$ cat config.mk
export PLATFORM = sky130hd
export DESIGN_NAME = multicycle_control
export DESIGN_NICKNAME = d
export VERILOG_FILES = /design/src/rtl/riscv_ctrl_pkg.sv /design/src/rtl/mem_wait_timer.sv /design/src/rtl/multicycle_control.sv
export SDC_FILE = /design/constraint.sdc
export NUM_CORES = 1
export LEC_CHECK = 0
export ABC_AREA = 0
export CORE_ASPECT_RATIO = 0.9
export CORE_MARGIN = 4
export CORE_UTILIZATION = 40
export DETAILED_ROUTE_END_ITERATION = 8
export PLACE_DENSITY_LB_ADDON = 0.2
export SYNTH_ARGS = -nofsm -noshare
export SYNTH_HDL_FRONTEND = slang
export SYNTH_SLANG_ARGS = --single-unit
$ cat constraint.sdc
create_clock -name clk -period 5.38 [get_ports clk]
set_clock_uncertainty 0.15 [all_clocks]
set_input_delay 0.538 -clock clk [delete_from_list [all_inputs] [get_ports clk]]
set_output_delay 0.538 -clock clk [all_outputs]
set_load 0.01 [all_outputs]
$ cat src/rtl/riscv_ctrl_pkg.sv
// Shared constants for the multi-cycle RISC-V subset control path.
package riscv_ctrl_pkg;

    // Supported major opcodes (instruction[6:0])
    localparam logic [6:0] OPC_LOAD   = 7'b0000011;
    localparam logic [6:0] OPC_STORE  = 7'b0100011;
    localparam logic [6:0] OPC_RTYPE  = 7'b0110011;
    localparam logic [6:0] OPC_BRANCH = 7'b1100011;

    // Control FSM states; encodings are visible on the debug port
    typedef enum logic [3:0] {
        StFetch    = 4'd0,
        StDecode   = 4'd1,
        StMemAddr  = 4'd2,
        StMemRead  = 4'd3,
        StLoadWb   = 4'd4,
        StMemWrite = 4'd5,
        StRExec    = 4'd6,
        StRWb      = 4'd7,
        StBranch   = 4'd8,
        StHalt     = 4'd9
    } state_t;

    // ALU operand A select
    localparam logic [1:0] SRCA_PC    = 2'b00;
    localparam logic [1:0] SRCA_REG   = 2'b01;
    localparam logic [1:0] SRCA_OLDPC = 2'b10;

    // ALU operand B select
    localparam logic [1:0] SRCB_REG     = 2'b00;
    localparam logic [1:0] SRCB_FOUR    = 2'b01;
    localparam logic [1:0] SRCB_IMM     = 2'b10;
    localparam logic [1:0] SRCB_IMM_SH1 = 2'b11;

    // ALU operation class
    localparam logic [1:0] ALUOP_ADD   = 2'b00;
    localparam logic [1:0] ALUOP_SUB   = 2'b01;
    localparam logic [1:0] ALUOP_FUNCT = 2'b10;

    // Sticky fault codes
    localparam logic [1:0] FAULT_NONE    = 2'b00;
    localparam logic [1:0] FAULT_ILLEGAL = 2'b01;
    localparam logic [1:0] FAULT_TIMEOUT = 2'b10;

    // True for opcodes that go through address calculation
    function automatic logic is_mem_op(input logic [6:0] opc);
        return (opc == OPC_LOAD) || (opc == OPC_STORE);
    endfunction

endpackage

$ cat src/rtl/mem_wait_timer.sv
// Counts unanswered memory-request cycles and flags a timeout.
module mem_wait_timer #(
    parameter int unsigned MAX_WAIT = 255,
    parameter int unsigned WAIT_W   = 8
) (
    input  logic clk,
    input  logic reset,
    input  logic en,       // FSM is in a state that waits on memory
    input  logic ready,    // memory answered this cycle
    input  logic clear,    // FSM is leaving its current state
    output logic timeout
);

    localparam logic [WAIT_W-1:0] LastCnt = WAIT_W'(MAX_WAIT - 1);

    logic [WAIT_W-1:0] cnt_q, cnt_d;

    // Timeout fires on the cycle the count would reach MAX_WAIT; ready wins
    always_comb begin
        timeout = en && !ready && (cnt_q == LastCnt);
        if (!en || ready || clear) begin
            cnt_d = '0;
        end else begin
            cnt_d = cnt_q + 1'b1;
        end
    end

    // Wait counter register
    always_ff @(posedge clk) begin
        if (reset) begin
            cnt_q <= '0;
        end else begin
            cnt_q <= cnt_d;
        end
    end

endmodule

$ cat src/rtl/multicycle_control.sv
// Main control FSM for the multi-cycle RISC-V subset core (ld, sd, beq, R-type).
module multicycle_control
    import riscv_ctrl_pkg::*;
#(
    parameter int unsigned MAX_WAIT = 255,
    parameter int unsigned WAIT_W   = 8
) (
    input  logic       clk,
    input  logic       reset,
    input  logic [6:0] opcode,
    input  logic       zero,
    input  logic       memReady,
    output logic       memRead,
    output logic       memWrite,
    output logic       iOrD,
    output logic       irWrite,
    output logic       pcWrite,
    output logic       pcSource,
    output logic [1:0] aluSrcA,
    output logic [1:0] aluSrcB,
    output logic [1:0] aluOp,
    output logic       regWrite,
    output logic       memToReg,
    output logic       instrDone,
    output logic [1:0] fault,
    output logic [3:0] state
);

    state_t     state_q, state_d;
    logic [6:0] op_reg_q, op_reg_d;
    logic [1:0] fault_q, fault_d;
    logic       wait_en;
    logic       timeout;

    assign wait_en = (state_q == StFetch) || (state_q == StMemRead) || (state_q == StMemWrite);

    mem_wait_timer #(
        .MAX_WAIT (MAX_WAIT),
        .WAIT_W   (WAIT_W)
    ) u_wait (
        .clk     (clk),
        .reset   (reset),
        .en      (wait_en),
        .ready   (memReady),
        .clear   (state_d != state_q),
        .timeout (timeout)
    );

    // Next-state and Moore output decode (pcWrite/irWrite also input-gated)
    always_comb begin
        state_d   = state_q;
        op_reg_d  = op_reg_q;
        fault_d   = fault_q;
        memRead   = 1'b0;
        memWrite  = 1'b0;
        iOrD      = 1'b0;
        irWrite   = 1'b0;
        pcWrite   = 1'b0;
        pcSource  = 1'b0;
        aluSrcA   = SRCA_PC;
        aluSrcB   = SRCB_REG;
        aluOp     = ALUOP_ADD;
        regWrite  = 1'b0;
        memToReg  = 1'b0;
        instrDone = 1'b0;

        unique case (state_q)
            StFetch: begin
                memRead = 1'b1;
                aluSrcA = SRCA_PC;
                aluSrcB = SRCB_FOUR;
                aluOp   = ALUOP_ADD;
                if (memReady) begin
                    irWrite = 1'b1;
                    pcWrite = 1'b1;
                    state_d = StDecode;
                end else if (timeout) begin
                    state_d = StHalt;
                    fault_d = FAULT_TIMEOUT;
                end
            end
            StDecode: begin
                op_reg_d = opcode;
                // Branch target computed here and parked in ALU-out
                aluSrcA  = SRCA_OLDPC;
                aluSrcB  = SRCB_IMM_SH1;
                aluOp    = ALUOP_ADD;
                if (is_mem_op(opcode)) begin
                    state_d = StMemAddr;
                end else if (opcode == OPC_RTYPE) begin
                    state_d = StRExec;
                end else if (opcode == OPC_BRANCH) begin
                    state_d = StBranch;
                end else begin
                    state_d = StHalt;
                    fault_d = FAULT_ILLEGAL;
                end
            end
            StMemAddr: begin
                aluSrcA = SRCA_REG;
                aluSrcB = SRCB_IMM;
                aluOp   = ALUOP_ADD;
                state_d = (op_reg_q == OPC_LOAD) ? StMemRead : StMemWrite;
            end
            StMemRead: begin
                memRead = 1'b1;
                iOrD    = 1'b1;
                if (memReady) begin
                    state_d = StLoadWb;
                end else if (timeout) begin
                    state_d = StHalt;
                    fault_d = FAULT_TIMEOUT;
                end
            end
            StLoadWb: begin
                regWrite  = 1'b1;
                memToReg  = 1'b1;
                instrDone = 1'b1;
                state_d   = StFetch;
            end
            StMemWrite: begin
                memWrite = 1'b1;
                iOrD     = 1'b1;
                if (memReady) begin
                    instrDone = 1'b1;
                    state_d   = StFetch;
                end else if (timeout) begin
                    state_d = StHalt;
                    fault_d = FAULT_TIMEOUT;
                end
            end
            StRExec: begin
                aluSrcA = SRCA_REG;
                aluSrcB = SRCB_REG;
                aluOp   = ALUOP_FUNCT;
                state_d = StRWb;
            end
            StRWb: begin
                regWrite  = 1'b1;
                memToReg  = 1'b0;
                instrDone = 1'b1;
                state_d   = StFetch;
            end
            StBranch: begin
                aluSrcA   = SRCA_REG;
                aluSrcB   = SRCB_REG;
                aluOp     = ALUOP_SUB;
                pcSource  = 1'b1;
                pcWrite   = zero;
                instrDone = 1'b1;
                state_d   = StFetch;
            end
            StHalt: begin
                state_d = StHalt;
            end
            default: begin
                state_d = StHalt;
            end
        endcase
    end

    // State, latched opcode and sticky fault registers
    always_ff @(posedge clk) begin
        if (reset) begin
            state_q  <= StFetch;
            op_reg_q <= '0;
            fault_q  <= FAULT_NONE;
        end else begin
            state_q  <= state_d;
            op_reg_q <= op_reg_d;
            fault_q  <= fault_d;
        end
    end

    assign fault = fault_q;
    assign state = state_q;

endmodule

# --- Word level (Yosys, flattened, before mapping) ---
# Index checks and enable logic that the tools add are counted.
word_totals:
  in_bits: 11
  out_inout_bits: 21
  ff_bits: 21
  elab_cells: 72
classes:
  mux: 28
  n_eq_ne: 20
  n_reduce_logical: 19
  add_sub_neg: 1
ops:
  columns: ["operator", "n"]
  rows:
  - ["4-bit one-hot mux with 7 select lines", 1]
  - ["4-bit 2-to-1 mux", 6]
  - ["4-bit by 3-bit equality test with 1-bit output, second input constant", 4]
  - ["7-bit by 2-bit equality test with 1-bit output, second input constant", 2]
  - ["7-bit by 6-bit equality test with 1-bit output, second input constant", 2]
  - ["2-bit one-hot mux with 2 select lines", 3]
  - ["2-bit 2-to-1 mux", 5]
  - ["1-bit 2-to-1 mux", 9]
  - ["3-bit OR reduction", 3]
  - ["8-bit by 1-bit adder with 8-bit output, second input constant", 1]
  - ["4-bit by 2-bit equality test with 1-bit output, second input constant", 2]
  - ["8-bit equality test, second input constant", 1]
  - ["2-bit != test, second input constant", 4]
  - ["2-bit OR reduction", 4]
  - ["7-bit equality test, second input constant", 1]
  - ["2-bit one-hot mux with 3 select lines", 1]
  - ["6-bit AND reduction", 1]
  - ["1-bit logical OR", 5]
  - ["4-bit by 1-bit equality test with 1-bit output, second input constant", 1]
  - ["4-bit equality test, second input constant", 1]
  - ["4-bit zero test", 1]
  - ["4-bit != test", 1]
  - ["1-bit one-hot mux with 2 select lines", 2]
  - ["3-bit 2-to-1 mux", 1]
  - ["other kinds (4)", 6]

# --- Logic depth before layout (Yosys ltp) ---
depth:
  word_depth: 11
  depth_mapped: 6
  depth_no_buf: 6

# --- Modules after synthesis ---
# Synthesis repeated with hierarchy kept, for this count alone.
unflattened:
  hier_cells: 162
  hier_area_um2: 1282.5
modules_own_cells:
  columns: ["mod", "n_inst", "cells_each", "area_each_um2", "seq_area_each_um2"]
  rows:
  - ["multicycle_control", 1, 123, 909.6, 260.2]
  - ["mem_wait_timer", 1, 39, 372.9, 160.2]

# --- Least setup slack after synthesis ---
# No wires, ideal clock.
synth_timing:
  path_kind: "reg-to-output"
  start: "reg state_q[3], in the netlist state[3]"
  end: "out pcWrite"
  t_required_ps: 4692
  arrival_time_ps: 1513
  path_slack_ps: 3179
  stages_incl_launch_ff: 5
  path_buffers: 1
  path_cell_list: "dfxtp_1 > clkbuf_1 > nand2_1 > nor3_1 > a21o_1"
synth_between:
  elab_chain_cells: 2
  elab_cells_between_ends: 3
  cone_classes: "eq/ne: 1; mux: 1; reduce/logical: 1"
synth_lines:
  columns: ["element", "line", "source"]
  rows:
  - ["start: declaration", "multicycle_control.sv:29", "state_t state_q, state_d;"]
  - ["start signal: assignment", "multicycle_control.sv:165", "state_q <= StFetch;"]
  - ["start signal: assignment", "multicycle_control.sv:169", "state_q <= state_d;"]
  - ["4-bit equality test or 4-bit zero test (tied branches)", "multicycle_control.sv:67", "unique case (state_q)"]
  - ["1-bit one-hot mux with 2 select lines *", "multicycle_control.sv:67", null]
  - ["end: declaration", "multicycle_control.sv:17", "output logic pcWrite,"]
# Mark *: on every way between the ends. The rest lies on a longest branch, timed or not.

# --- Worst setup path after layout ---
layout_timing:
  start: "reg state_q[0], in the netlist state[0]"
  end: "out aluSrcA[1]"
layout_between:
  elab_chain_cells: 3
  elab_cells_between_ends: 6
  cone_classes: "eq/ne: 4; mux: 1; reduce/logical: 1"
layout_lines:
  columns: ["element", "line", "source"]
  rows:
  - ["4-bit equality test, or another cell as far along", "multicycle_control.sv:67", null]
  - ["3-bit OR reduction (no line)", null, null]
  - ["2-bit one-hot mux with 2 select lines *", "multicycle_control.sv:67", null]
  - ["end: declaration", "multicycle_control.sv:19", "output logic [1:0] aluSrcA,"]
# Marked as above.

==> results.md <==
* Slew margin rel. at 59.18%
* Unrepaired setup endpoints after global routing: false
* Post-synth ARST share at 0%
* Critical Path RT at 4.69 ns
* Post-route DRC at 0
* Setup Crit Path Kind: register to primary output
* # IOs at 32
* Reg clk slew, reported paths at 0.12 ns
* Critical-path maximum fanout at 16
* Final worst slack at 2.288 ns
* Post-Syn Area at 0.001190 sq mm
* Max-slew violations at 0
* Vias per cell at 5.126
* Vias in the first global route at 1016
* Synth Flop Type: dfxtp_1
* Worst slew pin tran at 0.6115 ns
* CP Data Arrival Time at 2.40 ns
* Power per cell area at 233.4 mW/mm^2
* Total number of vias at 1102
* Slowest CP cell: or4b_1
* Net count reported at finish at 189
* Initial antenna violation count at 0
* Delay-heaviest family, CP: simple AND/OR/NAND/NOR gates
* Die ar. at 0.003912 sq mm
* Yosys warnings at 0
* I/O Buffers at 31
* Cell taking the most area after synthesis: dfxtp_1
* Sink Count at 21
* Cell Chain, Critical Path: or4b_1, clkinv_8, clkdlybuf4s50_1
* Final setup violation count at 0
* Core ar. at 0.002793 sq mm
* Max-cap violations at 0
* Fmax at 0.3235 GHz
* Share of Yosys cell area claimed by the top area cell type at 35.33%
* N_diodes at 0
* Rows at 18
* DRT iter0 DRCs at 51
* GRT overflow at 0
* Crit path capture type: primary output
* Run status: finished clean
* Worst R2R Start: state[0]
* Crit. Startpoint: state[0]
* PostCTS Resize Cnt at 0
* Hold Fails Final Rpt at 0
* Critical Path Start Type: register
* Storage cell area at 420.4 sq um
* Clock root buffer: clkbuf_4
* Final RePlAce weighted congestion at 0.7625
* Post-layout minimum cycle time at 3.092 ns
* Routed len/inst at 12.40 um
* Total negative slack at 0 ns
* Clock Tree Buf Depth at 2
* Post CTS Setup Buffer Count at 0
* DP Cell Count at 211
* Final wirelength at 2.665 mm
* CP bufs+invs at 2
* Register bit total from synthesis at 21
* EDFF count, synth at 0
* Multi-input logic area at 700.7 sq um
* Die width at 65.49 um
* Synth unique cells at 44
* Final critical-path share of the clock period at 57.46%
* Gr usage total at 15.58%
* Hold crit path type: register to register
* Seq/Total Area, Yosys at 35.33%
* Synth-to-Final Area Change at 29.65%
* Pre-Repair DR Iteration Count at 4
* Layout cells sized above 1 at 9.714%
* Worst hold path startpoint: op_reg_q[4]
* Final ANT Viol Nets at 0
* Max VDD drop at 0.0001306 V
* Commonest non-fill, non-tap cell in the layout: clkdlybuf4s50_1
* # H-tree levels at 1
* Slowest stage delay, CP at 0.74 ns
* Die Ht at 59.74 um
* Fillers at 297
* Most frequent cells in the layout: clkdlybuf4s50_1, dfxtp_1, nand2_1, a21oi_1, nor2_1
* Pre-CTS WS at 2.644 ns
* DP HPWL at 2.059 mm
* Post-CTS Hold Fix Bufs at 0
* Fin cells at 215
* First-pass GRT wire length at 4.678 mm
* P_leak at 0.5349 nW
* Clock latency on the worst-skew pair at 0.31 ns
* TritonCTS clock tree: done
* Syn Nets at 160
* Num CTS Buffers at 3
* Mapped Avg Cell Area at 8.094 sq um
* Gate Count Post-Synth at 147
* Top post-synthesis cells by area: dfxtp_1, a21oi_1, nand2_1
* Largest net degree at the start of global routing at 19
* Initial core utilization at 42.61%
area by class of cell:
class / instances / area share, %
multi-input cells: 114 / 45.42
flip-flops and latches: 21 / 27.25
clock buffers: 3 / 1.460
clock inverters: 1 / 0.4866
inverters: 5 / 2.028
well taps: 40 / 3.244
repair buffers: 31 / 20.11
sequential cells by signal, summed over array words and instances, names as in the netlist:
signal	count
fault	2
op_reg_q	7
u_wait.cnt_q	8
state	4
path summary, 6_finish.rpt:
check / slack [ns] / end / depth (start not counted)
hold reg to reg: 0.32 / op_reg_q[4] / 2
setup reg to reg: 3.14 / u_wait.cnt_q[2] / 5
hold / removal: 0.32 / op_reg_q[4] / 2
setup / recovery: 2.29 / aluSrcA[1] / 3
worst register-to-register path, cell delays in order (launching register included):
cell and delay, ns:
dfxtp_1 0.66, or4b_1 0.74, clkinv_8 0.15, a21oi_2 0.07
o21ai_4 0.30, nor2_2 0.07
report_power, final:
group	internal (mW)	switching, mW	total (mW)
logic	0.0538	0.0494	0.103
registers	0.165	0.0147	0.180
clock network	0.0284	0.0488	0.0772
total	0.247	0.113	0.360
Yosys cell counts, types with 2 or more instances:
master and n:
dfxtp_1 21, nand2_1 17, a21oi_1 16, nor2_1 11
nor2_2 9, xor2_1 7, nor3_1 6, clkbuf_1 4
inv_1 4, nand2b_1 3, nand3_1 3, o21ai_0 3
and2_1 2, and3_1 2, and4_1 2, ha_1 2
nand4b_1 2, nand4bb_1 2, nor2b_1 2, nor4_1 2
o21ai_1 2, or3_1 2, xnor2_1 2
kinds of logic (layout without fill, tap and decap cells):
logic type	after synthesis	after routing	share of synthesized area, %
adders and majority gates	3	3	2.944
muxes	2	2	1.788
buffers and inverters	12	40	5.783
xor gates and xnor gates	9	9	6.625
DFF	21	21	35.33
and+or+nand+nor	70	70	32.18
AOI/OAI and AO/OA	30	30	15.35
stage by stage:
step	utilization, %	power [mW]	area (sq um)	hold WS (ns)
after floorplan	-	0.2418	1190	0.2811
after global placement	54.17	0.2850	1513	0.2980
after detailed placement	54.17	0.2876	1513	0.3033
after CTS	55.24	0.3653	1543	0.3192
after global routing	55.24	0.3836	1543	0.3433
final	55.24	0.3601	1543	0.3160
routing by layer:
metal	vias up	routed length, um	GRT usage (%)	part of all wire, %
met4	0	30	7.101	1.1
met1	505	1243	19.54	47
met2	26	1248	24.96	47
li1	569	-	-	-
met5	-	0	0	0
met3	2	142	4.323	5.3
Power figures use the tool's default switching activity.
